<file path="src/rtl/bt_cmd_decoder_if.sv">
// rtl/bt_cmd_decoder_if.sv - Bluetooth UART command line and step-strobe bundle
// master is the decoder side; slave is the Bluetooth module / song-select side.
interface bt_cmd_decoder_if;
  logic       RXD;
  logic [2:0] PREV;
  logic [2:0] NEXT;
  logic       CMD_ERR;
  logic       TXD;

  modport master (input RXD, output PREV, output NEXT, output CMD_ERR, output TXD);
  modport slave  (output RXD, input PREV, input NEXT, input CMD_ERR, input TXD);
endinterface

</file>
<file path="src/rtl/bt_cmd_decoder.sv">
// rtl/bt_cmd_decoder.sv - UART 8N1 receiver and 'N'/'P' + digit command parser
// Defining BT_ACK_EN adds a transmitter that answers every emitted command with 'K'.
module bt_cmd_decoder #(
  parameter int CLK_HZ         = 100000000,
  parameter int BAUD           = 9600,
  parameter int TIMEOUT_CYCLES = 10000000
) (
  input  logic CLK,
  input  logic RST,
  bt_cmd_decoder_if.master bus
);

  localparam int CLKS_PER_BIT = CLK_HZ / BAUD;
  localparam int CNT_W        = $clog2(CLKS_PER_BIT + 1);
  localparam int TMO_W        = $clog2(TIMEOUT_CYCLES + 1);
  localparam logic [CNT_W-1:0] BIT_LAST  = CNT_W'(CLKS_PER_BIT - 1);
  localparam logic [CNT_W-1:0] HALF_LAST = CNT_W'(CLKS_PER_BIT / 2 - 1);
  localparam logic [TMO_W-1:0] TMO_LOAD  = TMO_W'(TIMEOUT_CYCLES);

  localparam logic [7:0] CH_N  = 8'h4E;
  localparam logic [7:0] CH_P  = 8'h50;
  localparam logic [7:0] CH_CR = 8'h0D;
  localparam logic [7:0] CH_LF = 8'h0A;

  typedef enum logic [1:0] {RX_IDLE, RX_START, RX_DATA, RX_STOP} rx_state_t;
  typedef enum logic [1:0] {P_IDLE, P_WAIT_DIGIT, P_EMIT} p_state_t;

  // [0] metastability, [1] synchronized, [2] previous; cleared so a start needs a fresh high-to-low
  logic [2:0] rxd_sync_q, rxd_sync_d;
  logic       rxd_s;
  logic       start_edge;

  rx_state_t        rx_state_q, rx_state_d;
  logic [CNT_W-1:0] rx_cnt_q, rx_cnt_d;
  logic [2:0]       rx_bit_q, rx_bit_d;
  logic [7:0]       rx_shift_q, rx_shift_d;
  logic             byte_valid_q, byte_valid_d;
  logic             frame_err_q, frame_err_d;

  p_state_t         p_state_q, p_state_d;
  logic             dir_next_q, dir_next_d;
  logic [2:0]       step_q, step_d;
  logic             pend_q, pend_d;
  logic             pend_next_q, pend_next_d;
  logic [TMO_W-1:0] tmo_q, tmo_d;
  logic             cmd_err_q, cmd_err_d;

  logic is_letter, is_eol, is_digit;

  always_comb begin
    rxd_sync_d = {rxd_sync_q[1:0], bus.RXD};
  end

  assign rxd_s      = rxd_sync_q[1];
  assign start_edge = rxd_sync_q[2] & ~rxd_sync_q[1];

  always_comb begin
    rx_state_d   = rx_state_q;
    rx_cnt_d     = rx_cnt_q + CNT_W'(1);
    rx_bit_d     = rx_bit_q;
    rx_shift_d   = rx_shift_q;
    byte_valid_d = 1'b0;
    frame_err_d  = 1'b0;
    case (rx_state_q)
      RX_IDLE: begin
        rx_cnt_d = '0;
        if (start_edge) rx_state_d = RX_START;
      end
      RX_START: begin
        if (rx_cnt_q == HALF_LAST) begin
          rx_cnt_d   = '0;
          rx_bit_d   = '0;
          rx_state_d = rxd_s ? RX_IDLE : RX_DATA;
        end
      end
      RX_DATA: begin
        if (rx_cnt_q == BIT_LAST) begin
          rx_cnt_d   = '0;
          rx_shift_d = {rxd_s, rx_shift_q[7:1]};
          if (rx_bit_q == 3'd7) rx_state_d = RX_STOP;
          else                  rx_bit_d   = rx_bit_q + 3'd1;
        end
      end
      RX_STOP: begin
        if (rx_cnt_q == BIT_LAST) begin
          rx_cnt_d     = '0;
          byte_valid_d = rxd_s;
          frame_err_d  = ~rxd_s;
          rx_state_d   = RX_IDLE;
        end
      end
      default: begin
        rx_cnt_d   = '0;
        rx_state_d = RX_IDLE;
      end
    endcase
  end

  assign is_letter = (rx_shift_q == CH_N) || (rx_shift_q == CH_P);
  assign is_eol    = (rx_shift_q == CH_CR) || (rx_shift_q == CH_LF);
  assign is_digit  = (rx_shift_q >= 8'h31) && (rx_shift_q <= 8'h37);

  always_comb begin
    p_state_d   = p_state_q;
    dir_next_d  = dir_next_q;
    step_d      = step_q;
    pend_d      = pend_q;
    pend_next_d = pend_next_q;
    tmo_d       = tmo_q;
    cmd_err_d   = 1'b0;
    case (p_state_q)
      P_IDLE: begin
        if (byte_valid_q) begin
          if (is_letter) begin
            dir_next_d = (rx_shift_q == CH_N);
            tmo_d      = TMO_LOAD;
            p_state_d  = P_WAIT_DIGIT;
          end else if (!is_eol) begin
            cmd_err_d = 1'b1;
          end
        end
      end
      P_WAIT_DIGIT: begin
        if (tmo_q != '0) tmo_d = tmo_q - TMO_W'(1);
        if (byte_valid_q) begin
          if (is_digit) begin
            step_d    = rx_shift_q[2:0];
            p_state_d = P_EMIT;
          end else if (is_letter) begin
            // the pending command goes out as a single step; the new letter waits behind it
            step_d      = 3'd1;
            pend_d      = 1'b1;
            pend_next_d = (rx_shift_q == CH_N);
            p_state_d   = P_EMIT;
          end else if (is_eol) begin
            step_d    = 3'd1;
            p_state_d = P_EMIT;
          end else begin
            cmd_err_d = 1'b1;
            p_state_d = P_IDLE;
          end
        end else if (tmo_q == '0) begin
          step_d    = 3'd1;
          p_state_d = P_EMIT;
        end
      end
      P_EMIT: begin
        if (pend_q) begin
          pend_d     = 1'b0;
          dir_next_d = pend_next_q;
          tmo_d      = TMO_LOAD;
          p_state_d  = P_WAIT_DIGIT;
        end else begin
          p_state_d = P_IDLE;
        end
      end
      default: p_state_d = P_IDLE;
    endcase
  end

  always_ff @(posedge CLK) begin
    if (RST) begin
      rxd_sync_q   <= 3'b000;
      rx_state_q   <= RX_IDLE;
      rx_cnt_q     <= '0;
      rx_bit_q     <= '0;
      rx_shift_q   <= '0;
      byte_valid_q <= 1'b0;
      frame_err_q  <= 1'b0;
      p_state_q    <= P_IDLE;
      dir_next_q   <= 1'b0;
      step_q       <= '0;
      pend_q       <= 1'b0;
      pend_next_q  <= 1'b0;
      tmo_q        <= '0;
      cmd_err_q    <= 1'b0;
    end else begin
      rxd_sync_q   <= rxd_sync_d;
      rx_state_q   <= rx_state_d;
      rx_cnt_q     <= rx_cnt_d;
      rx_bit_q     <= rx_bit_d;
      rx_shift_q   <= rx_shift_d;
      byte_valid_q <= byte_valid_d;
      frame_err_q  <= frame_err_d;
      p_state_q    <= p_state_d;
      dir_next_q   <= dir_next_d;
      step_q       <= step_d;
      pend_q       <= pend_d;
      pend_next_q  <= pend_next_d;
      tmo_q        <= tmo_d;
      cmd_err_q    <= cmd_err_d;
    end
  end

  assign bus.NEXT    = (p_state_q == P_EMIT &&  dir_next_q) ? step_q : 3'd0;
  assign bus.PREV    = (p_state_q == P_EMIT && !dir_next_q) ? step_q : 3'd0;
  assign bus.CMD_ERR = cmd_err_q | frame_err_q;

`ifdef BT_ACK_EN
  logic             tx_busy_q, tx_busy_d;
  logic [9:0]       tx_shift_q, tx_shift_d;
  logic [3:0]       tx_bit_q, tx_bit_d;
  logic [CNT_W-1:0] tx_cnt_q, tx_cnt_d;

  // an EMIT during a transmission is dropped, never queued
  always_comb begin
    tx_busy_d  = tx_busy_q;
    tx_shift_d = tx_shift_q;
    tx_bit_d   = tx_bit_q;
    tx_cnt_d   = tx_cnt_q;
    if (!tx_busy_q) begin
      if (p_state_q == P_EMIT) begin
        tx_busy_d  = 1'b1;
        tx_shift_d = {1'b1, 8'h4B, 1'b0};
        tx_bit_d   = '0;
        tx_cnt_d   = '0;
      end
    end else begin
      tx_cnt_d = tx_cnt_q + CNT_W'(1);
      if (tx_cnt_q == BIT_LAST) begin
        tx_cnt_d = '0;
        if (tx_bit_q == 4'd9) begin
          tx_busy_d = 1'b0;
        end else begin
          tx_shift_d = {1'b1, tx_shift_q[9:1]};
          tx_bit_d   = tx_bit_q + 4'd1;
        end
      end
    end
  end

  always_ff @(posedge CLK) begin
    if (RST) begin
      tx_busy_q  <= 1'b0;
      tx_shift_q <= '1;
      tx_bit_q   <= '0;
      tx_cnt_q   <= '0;
    end else begin
      tx_busy_q  <= tx_busy_d;
      tx_shift_q <= tx_shift_d;
      tx_bit_q   <= tx_bit_d;
      tx_cnt_q   <= tx_cnt_d;
    end
  end

  assign bus.TXD = tx_busy_q ? tx_shift_q[0] : 1'b1;
`else
  assign bus.TXD = 1'b1;
`endif

endmodule

</file>
<file path="src/flat_wrapper.sv">
// flat-port wrapper written by rule: the top's interface ports become plain ports
module bt_cmd_decoder_flat 
#(
  parameter int CLK_HZ         = 100000000,
  parameter int BAUD           = 9600,
  parameter int TIMEOUT_CYCLES = 10000000
)
  (CLK, RST, bus_RXD, bus_PREV, bus_NEXT, bus_CMD_ERR, bus_TXD);
  bt_cmd_decoder_if bus_i ();
  input  logic CLK;
  input  logic RST;
  input wire logic [$bits(bus_i.RXD)-1:0] bus_RXD;
  output wire logic [$bits(bus_i.PREV)-1:0] bus_PREV;
  output wire logic [$bits(bus_i.NEXT)-1:0] bus_NEXT;
  output wire logic [$bits(bus_i.CMD_ERR)-1:0] bus_CMD_ERR;
  output wire logic [$bits(bus_i.TXD)-1:0] bus_TXD;
  assign bus_i.RXD = bus_RXD;
  assign bus_PREV = bus_i.PREV;
  assign bus_NEXT = bus_i.NEXT;
  assign bus_CMD_ERR = bus_i.CMD_ERR;
  assign bus_TXD = bus_i.TXD;
  bt_cmd_decoder #(.CLK_HZ(CLK_HZ), .BAUD(BAUD), .TIMEOUT_CYCLES(TIMEOUT_CYCLES)) u_core (.CLK(CLK), .RST(RST), .bus(bus_i));
endmodule
</file>
<file path="config.mk">
export PLATFORM = sky130hd
export DESIGN_NAME = bt_cmd_decoder_flat
export DESIGN_NICKNAME = d
export VERILOG_FILES = /design/src/rtl/bt_cmd_decoder_if.sv /design/src/rtl/bt_cmd_decoder.sv /design/src/flat_wrapper.sv
export SDC_FILE = /design/constraint.sdc
export NUM_CORES = 1
export LEC_CHECK = 0
export BUFFER_PORTS_ARGS = -buffer_cell sky130_fd_sc_hd__buf_2
export CAP_MARGIN = 0
export CORE_MARGIN = 2
export CORE_UTILIZATION = 42
export CTS_BUF_LIST = sky130_fd_sc_hd__clkbuf_8
export CTS_CLUSTER_DIAMETER = 150
export DETAILED_ROUTE_END_ITERATION = 7
export SLEW_MARGIN = 20
export SYNTH_ARGS = -nofsm -noshare
export SYNTH_HDL_FRONTEND = slang
export SYNTH_SLANG_ARGS = --single-unit
</file>
<file path="constraint.sdc">
create_clock -name CLK -period 2.8 [get_ports CLK]
set_input_delay 0.56 -clock CLK [delete_from_list [all_inputs] [get_ports CLK]]
set_output_delay 0.56 -clock CLK [all_outputs]
set_load 0.05 [all_outputs]
</file>
# After elaboration in Yosys (flattened, before gate mapping)
# Cells that the tools add are included.
[totals]
regBits = 65
input_bits = 3
output_inout_bits = 8
[op_classes]
add_sub_neg = 3
order_cmp = 2
n_eq_ne = 27
n_mux = 49
n_bitwise = 6
n_reduce_logical = 26
[ops]
columns = ["operator", "count"]
rows = [
  ["$mux 24", 4],
  ["$pmux 24 s3", 1],
  ["$pmux 14 s3", 1],
  ["$mux 3", 10],
  ["$mux 14", 2],
  ["$mux 2", 13],
  ["$logic_not 24->1", 1],
  ["$reduce_bool 24->1", 1],
  ["$sub 24x1->24 const B", 1],
  ["$ne 2x1->1 const B", 11],
  ["$eq 8x4->1 const B", 2],
  ["$eq 8x7->1 const B", 2],
  ["$reduce_and 4->1", 4],
  ["$add 14x1->14 const B", 1],
  ["$eq 14x13->1 const B", 1],
  ["$eq 14x14->1 const B", 1],
  ["$mux 1", 12],
  ["$reduce_and 5->1", 2],
  ["$ge 8x6->1 const B", 1],
  ["$le 8x6->1 const B", 1],
  ["$pmux 2 s4", 1],
  ["$reduce_bool 2->1", 4],
  ["$eq 2x2->1 const B", 3],
  ["$pmux 1 s2", 3],
  ["20 further kinds", 30],
]

# Logic depth before layout (Yosys ltp)
# Gate-level depths: netlist of run 1.
[logic_depth]
word_depth = 7
mapped_depth = 9
mapped_depth_nobuf = 7

# Least setup slack after synthesis of run 1
# Ideal clock, no wire load.
[synth_path]
path_type = "register to output"
from = "reg u_core.p_state_q[1]"
to = "out bus_PREV[0]"
arrival_ns = 1.742
required_ns = 2.240
setup_slack_ns = 0.498
path_stages_with_launch = 4
path_cell_list = "dfxtp_1 -> clkbuf_1 -> nand2b_1 -> nor3_1"
[synth_between]
elab_chain_cells = 3
[synth_lines]
columns = ["item", "line_no", "text"]
rows = [
  ["start: declaration", "bt_cmd_decoder.sv:40", "p_state_t p_state_q, p_state_d;"],
  ["start signal: assignment", "bt_cmd_decoder.sv:185", "p_state_q <= p_state_d;"],
  ["$eq 2x2->1", "bt_cmd_decoder.sv:196", "assign bus.PREV = (p_state_q == P_EMIT && !dir_next_q) ? step_q : 3'd0;"],
  ["$logic_and 1x1->1", "bt_cmd_decoder.sv:196", ""],
  ["$mux 3", "bt_cmd_decoder.sv:196", ""],
  ["end: declaration", "flat_wrapper.sv:13", "output wire logic [$bits(bus_i.PREV)-1:0] bus_PREV;"],
]
# Every way passes these cells.

# Worst setup path in the final report of run 1
[layout_path]
from = "reg u_core.rx_shift_q[0]"
to = "reg u_core.tmo_q[22]"
[layout_between]
elab_chain_cells = 4
word_cells_on_any_way = 5
classes_between = "eq/ne: 3; reduce/logical: 2"
[layout_lines]
columns = ["item", "line_no", "text"]
rows = [
  ["start: declaration", "bt_cmd_decoder.sv:36", "logic [7:0] rx_shift_q, rx_shift_d;"],
  ["start signal: assignment", "bt_cmd_decoder.sv:182", "rx_shift_q <= rx_shift_d;"],
  ["$eq 8x7->1", "bt_cmd_decoder.sv:99", "assign is_letter = (rx_shift_q == CH_N) || (rx_shift_q == CH_P);"],
  ["$logic_or 1x1->1 *", "bt_cmd_decoder.sv:99", ""],
  ["$ne 2x1->1 (no source line) *", "-", ""],
  ["$reduce_and 5->1 (no source line) *", "-", ""],
  ["end signal: assignment", "bt_cmd_decoder.sv:190", "tmo_q <= tmo_d;"],
  ["end: declaration", "bt_cmd_decoder.sv:45", "logic [TMO_W-1:0] tmo_q, tmo_d;"],
]
# Mark *: on every way between the ends. The rest lies on a longest branch, timed or not.
# A chain may end at the register's enable or synchronous reset.

==> results of run 1 <==
## metal layers
| metal | global-route usage | vias to the layer above |
|---|---|---|
| met2 | 0.274 | 31 |
| met3 | 0.0545 | 6 |
| li1 | - | 1370 |
| met1 | 0.224 | 1286 |
| met5 | 0 | - |
| met4 | 0.0637 | 0 |
## power breakdown
part	internal [mW]	total, mW	switching [mW]
clock network	0.418	0.812	0.393
logic	0.00697	0.0299	0.0229
registers	0.926	0.928	0.00208
total	1.35	1.77	0.418
## Yosys cell counts, drive strengths merged (3+ instances only)
| cell type | number | area share |
|---|---|---|
| or3 | 7 | 0.013 |
| buf | 7 | 0.014 |
| nor3b | 6 | 0.015 |
| xor2 | 7 | 0.019 |
| nor2 | 42 | 0.048 |
| nor4b | 4 | 0.011 |
| and3 | 12 | 0.023 |
| xnor2 | 12 | 0.032 |
| a2111o | 6 | 0.020 |
| a41o | 3 | 0.0091 |
| a31oi | 4 | 0.0076 |
| nor3 | 8 | 0.012 |
| clkbuf | 12 | 0.014 |
| nor4 | 11 | 0.034 |
| inv | 8 | 0.0091 |
| nand2 | 22 | 0.025 |
| nor2b | 5 | 0.0094 |
| mux2i | 9 | 0.027 |
| and4 | 3 | 0.0087 |
| or4 | 8 | 0.020 |
| and2 | 3 | 0.0057 |
| or2 | 6 | 0.012 |
| o21ai | 11 | 0.022 |
| dfxtp | 65 | 0.39 |
| o2111ai | 6 | 0.016 |
| a21oi | 18 | 0.028 |
| nand2b | 6 | 0.011 |
| nand4 | 7 | 0.015 |
| o31ai | 5 | 0.011 |
| nand3 | 11 | 0.017 |
| and4b | 3 | 0.0091 |
| ha | 5 | 0.019 |
## flip-flops by register name (all words and copies together), names as in the netlist, named ones only
| name | cells |
|---|---|
| u_core.tmo_q | 24 |
| u_core.rx_cnt_q | 14 |
| u_core.rx_shift_q | 8 |
| u_core.rx_bit_q | 3 |
| u_core.rxd_sync_q | 3 |
| u_core.step_q | 3 |
| u_core.p_state_q | 2 |
| u_core.byte_valid_q | 1 |
| u_core.cmd_err_q | 1 |
| u_core.dir_next_q | 1 |
| u_core.frame_err_q | 1 |
| u_core.pend_next_q | 1 |
| u_core.pend_q | 1 |
| u_core.rx_state_q | 1 |
## logic make-up after synthesis
family,share of synthesized area
buffers and inverters,0.0378
AND/OR/NAND/NOR,0.313
flip-flops,0.393
multiplexers,0.0363
adder cells (fa/ha/maj),0.0189
other,0.00113
XOR/XNOR,0.0503
AO/OA/AOI/OAI,0.149
## area by class of cell
class                      count  share of cell area
multi-input combinational    274               0.520
tap                          102              0.0350
timing repair buffer          15              0.0247
sequential                    65               0.356
clock inverter                 7              0.0209
clock buffer                   9              0.0339
inverter                       9             0.00925
## path summary, 6_finish.rpt
path,startpoint,cells past startpoint,slack (ns),end
worst min-delay path,bus_RXD,2,0.43,u_core.rxd_sync_q[0]
worst max register to register,u_core.rx_shift_q[0],5,0.42,u_core.tmo_q[22]
worst max-delay path,u_core.rx_shift_q[0],5,0.42,u_core.tmo_q[22]
worst min register to register,u_core.rxd_sync_q[0],1,0.44,u_core.rxd_sync_q[1]
## metrics by stage
stage | std cells | worst slack, ns
CTS | 481 | 0.412
detailed placement | 465 | 0.429
floorplan | 367 | 0.498
global route | 481 | 0.109
finish | 481 | 0.416
global placement | 465 | 0.479
## worst max-delay path, stage by stage, from the launching register on
cell     delay, ns
dfxtp_1       0.35
nor4_1        0.49
and4b_1       0.41
o32a_1        0.65
nor2_1        0.09
mux2_4        0.29
==> results.sh, run 1 <==
export IMPL_initial_core_util=0.431
export IMPL_wl_per_cell_um=14.0
export IMPL_fin_tns_setup_ns=0
export IMPL_worstSkewPairLatency_ns=0.34
export IMPL_num_rows=32
export IMPL_dr_max_layer_used="met4"
export IMPL_seq_area_mm2=0.00130
export IMPL_grt_pass1_vias=2631
export IMPL_routed_via_density=5.60
export IMPL_finalSetupViolations=0
export IMPL_wl_met3_um=270
export IMPL_dpl_cell_area_mm2=0.00345
export IMPL_hp_class="input pin to register"
export IMPL_stdcell_area_mm2=0.00365
export IMPL_synth_main_ff_cell="dfxtp_1"
export IMPL_die_area_mm2=0.00861
export IMPL_rsz0062_at_grt="no"
export IMPL_total_power_mw=1.77
export IMPL_cts_sinks=65
export IMPL_power_density_mw_per_mm2=485
export IMPL_synthToLayoutAreaGrowth_pct=10.3
export IMPL_vias=2693
export IMPL_grt_pass1_wl_mm=12.1
export IMPL_critical_path_endpoint_type="register"
export IMPL_antenna_found_initial=0
export IMPL_ant_nets=0
export IMPL_synth_cell_types=67
export IMPL_synth_edf_count=0
export IMPL_wl_mm=6.72
export IMPL_grt_max_degree=20
export IMPL_antenna_diode_count=0
export IMPL_grt_overflow_total=0
export IMPL_crit_fanout=16
export IMPL_startpoint_type="register"
export IMPL_fmax_ghz=0.419
export IMPL_coreArea_mm2=0.00769
export IMPL_clk_pin_slew_ns=0.08
export IMPL_final_layout_size_suffix_gt1_frac=0.150
export IMPL_cts_buffers=9
export IMPL_cts_max_path_buffers=2
export IMPL_final_cell_mix="dfxtp_1, nor2_1, nand2_1"
export IMPL_leakagePower_nw=1.37
export IMPL_critPathKind="register to register"
export IMPL_die_w_um=92.8
export IMPL_gp_congestion=0.754
export IMPL_cts_root_buf="clkbuf_8"
export IMPL_syn_area_mm2=0.00331
export IMPL_ctsResizeCount=0
export IMPL_slew_headroom=0.536
export IMPL_die_h_um=92.8
export IMPL_ys_warnings_count=0
export IMPL_dpl_hpwl_mm=4.69
export IMPL_hold_viol_final=0
export IMPL_post_cts_buffers=0
export IMPL_ctsHoldBuffers=0
export IMPL_slew_viol_final=0
export IMPL_multiInputGateArea_mm2=0.00190
export IMPL_irDropWorstVdd_mv=0.304
export IMPL_seq_area_frac_synth=0.393
export IMPL_cts_tree="done"
export IMPL_grt_usage=0.174
export IMPL_cts_htree_levels=3
export IMPL_wl_met1_mm=3.25
export IMPL_layout_commonest_cell="dfxtp_1"
export IMPL_drc_errors=0
export IMPL_timing_hold_ws_ns=0.432
export IMPL_clock_skew_ns=0.00894
export IMPL_final_nets=382
export IMPL_worst_pin_slew_ns=0.695
export IMPL_synthCells=367
export IMPL_io_buffers=9
export IMPL_min_period_ns=2.38
export IMPL_drt_pass1_iterations=4
export IMPL_wl_met2_mm=3.11
export IMPL_async_flop_share=0
export IMPL_worstPathRequired_ns=3.04
export IMPL_crit_arrival_ns=2.62
export IMPL_status="finished clean"
export IMPL_fin_crit_sh=0.851
export IMPL_synth_nets=375
export IMPL_avgSynthCellArea_um2=9.02
export IMPL_yosys_register_bits=65
export IMPL_fill_cells=767
export IMPL_cap_violations=0
export IMPL_fin_util=0.475
export IMPL_ios=11
export IMPL_drt_iter0_markers=94
No activity file was read; power rests on OpenSTA's default activity.
==> inputs of run 2 (changes only) <==
- CORE_UTILIZATION: 42 -> 54
- PLACE_DENSITY: unset -> 0.71
==> results.sh, run 2 (synthesis results as in run 1) <==
export IMPL_busiest_layer="met2"
export IMPL_grt_pass1_wl_mm=11.2
export IMPL_wl_mm=6.62
export IMPL_met2_usage=0.335
export IMPL_largest_register_ff_count=24
export IMPL_layout_commonest_cell="dfxtp_1"
export IMPL_drt_pass1_iterations=4
export IMPL_status="finished clean"
export IMPL_fmax_ghz=0.449
export IMPL_clock_skew_ns=0.00968
export IMPL_crit_arrival_ns=1.66
export IMPL_fin_util=0.615
export IMPL_gr_usage_met1=0.278
export IMPL_ctsHoldBuffers=0
export IMPL_grt_overflow_total=0
export IMPL_grt_pass1_vias=2511
export IMPL_reg2reg_to="u_core.tmo_q[22]"
export IMPL_grtUsageMet3=0.0402
export IMPL_cts_max_path_buffers=2
export IMPL_grt_max_degree=35
export IMPL_cts_sinks=65
export IMPL_hold_depth=2
export IMPL_path_cells="nor2b_1 > and3_1 > buf_2"
export IMPL_hold_start="bus_RXD"
export IMPL_num_rows=28
export IMPL_hold_path_end="u_core.rxd_sync_q[0]"
export IMPL_power_density_mw_per_mm2=512
export IMPL_post_cts_buffers=0
export IMPL_critical_path_endpoint_type="output port"
export IMPL_final_cell_mix="dfxtp_1, nor2_1, nand2_1"
export IMPL_irDropWorstVdd_mv=0.534
export IMPL_drt_iter0_markers=141
export IMPL_io_buffers=9
export IMPL_min_period_ns=2.22
export IMPL_cts_buffers=9
export IMPL_coreArea_mm2=0.00592
export IMPL_final_nets=381
export IMPL_cts_root_buf="clkbuf_8"
export IMPL_switching_share=0.205
export IMPL_crit_slowest_cell="dfxtp_1"
export IMPL_antenna_diode_count=0
export IMPL_fin_crit_sh=0.795
export IMPL_hold_viol_final=0
export IMPL_final_layout_size_suffix_gt1_frac=0.148
export IMPL_vias=2700
export IMPL_crit_fanout=10
export IMPL_seqPwrFrac=0.499
export IMPL_drc_errors=0
export IMPL_top_register="u_core.tmo_q"
export IMPL_worst_pin_slew_ns=0.774
export IMPL_ctsResizeCount=0
export IMPL_startpoint_type="register"
export IMPL_die_w_um=82.3
export IMPL_clk_pin_slew_ns=0.07
export IMPL_leakagePower_nw=1.38
export IMPL_max_stage_delay_ns=0.58
export IMPL_worstPathRequired_ns=2.24
export IMPL_fin_tns_setup_ns=0
export IMPL_cts_htree_levels=3
export IMPL_die_h_um=82.3
export IMPL_slew_headroom=0.483
export IMPL_cts_tree="done"
export IMPL_finalSetupViolations=0
export IMPL_pwr_share_comb=0.016
export IMPL_ant_nets=0
export IMPL_die_area_mm2=0.00677
export IMPL_timing_rr_start="u_core.tmo_q[0]"
export IMPL_slew_viol_final=0
export IMPL_rr_worst_depth=7
export IMPL_gp_congestion=0.780
export IMPL_clkPwrFrac=0.485
export IMPL_hp_class="input pin to register"
export IMPL_wl_per_cell_um=14.6
export IMPL_r2r_setup_slack_ns=0.58
export IMPL_worstSkewPairLatency_ns=0.34
export IMPL_rsz0062_at_grt="no"
export IMPL_dpl_hpwl_mm=4.55
export IMPL_initial_core_util=0.559
export IMPL_grt_usage=0.215
export IMPL_antenna_found_initial=0
export IMPL_cap_violations=0
export IMPL_top_regs="u_core.tmo_q: 24 flops, u_core.rx_cnt_q: 14 flops, u_core.rx_shift_q: 8 flops"
export IMPL_ios=11
export IMPL_p_sw_mw=0.382
export IMPL_internal_power_mw=1.48
export IMPL_critPathKind="register to output port"
export IMPL_routed_via_density=5.96
export IMPL_synthToLayoutAreaGrowth_pct=9.90
## run 2: changes by cell type in the layout (fill, tap and decap cells not counted), sizes merged
cell	previous run	this run
inv	11	8
clkinv	2	3
clkinvlp	2	1
buf	15	14
clkbuf	9	11
bufinv	1	2
## run 2: area by class of cell
class | instances | area (um^2)
inverters | 9 | 33.8
clock inverters | 5 | 77.6
well taps | 75 | 93.8
clock buffers | 11 | 151
multi-input cells | 274 | 1900
repair buffers | 14 | 82.6
fillers | 526 | 2280
flip-flops and latches | 65 | 1300
## run 2: per-layer routing
layer  share of wire  vias up
met2            0.46       41
li1                -     1369
met3           0.029       12
met5               0        -
met4           0.017        0
met1            0.49     1278
## run 2: power by group through the flow
| stage | clock network, mW | registers [mW] | logic, mW |
|---|---|---|---|
| after CTS | 0.921 | 0.929 | 0.0307 |
| after detailed placement | 0 | 0.950 | 0.0306 |
| final | 0.903 | 0.929 | 0.0304 |
| after global placement | 0 | 0.950 | 0.0303 |
| after floorplan | 0 | 0.949 | 0.0243 |
| after global routing | 0.956 | 0.929 | 0.0332 |
## run 2: worst max path at each step
stage                    startpoint  slack, ns              end  depth (start not counted)
6_report        u_core.p_state_q[1]       0.58      bus_NEXT[0]                          3
5_1_grt             u_core.tmo_q[0]       0.27  u_core.tmo_q[0]                          7
4_1_cts         u_core.p_state_q[1]       0.55      bus_NEXT[0]                          3
3_5_place_dp   u_core.rx_shift_q[3]       0.61  u_core.tmo_q[8]                          6
3_3_place_gp   u_core.rx_shift_q[3]       0.65  u_core.tmo_q[8]                          6
2_1_floorplan   u_core.p_state_q[1]       0.50      bus_PREV[0]                          3
## run 2: critical path, delay by kind of cell (launching register included)
kind	cells	cell delay (ns)
flops	1	0.58
simple gates	2	0.49
buf+inv	1	0.26
## run 2: metrics by stage
step | total power, mW | worst slack (ns) | instances | area [um^2] | hold WS (ns)
after floorplan | 0.973 | 0.498 | 367 | 3310 | 0.413
after global placement | 0.980 | 0.647 | 437 | 3410 | 0.429
after detailed placement | 0.981 | 0.607 | 437 | 3410 | 0.449
after CTS | 1.88 | 0.550 | 453 | 3640 | 0.421
after global routing | 1.92 | 0.273 | 453 | 3640 | 0.451
final | 1.86 | 0.575 | 453 | 3640 | 0.434
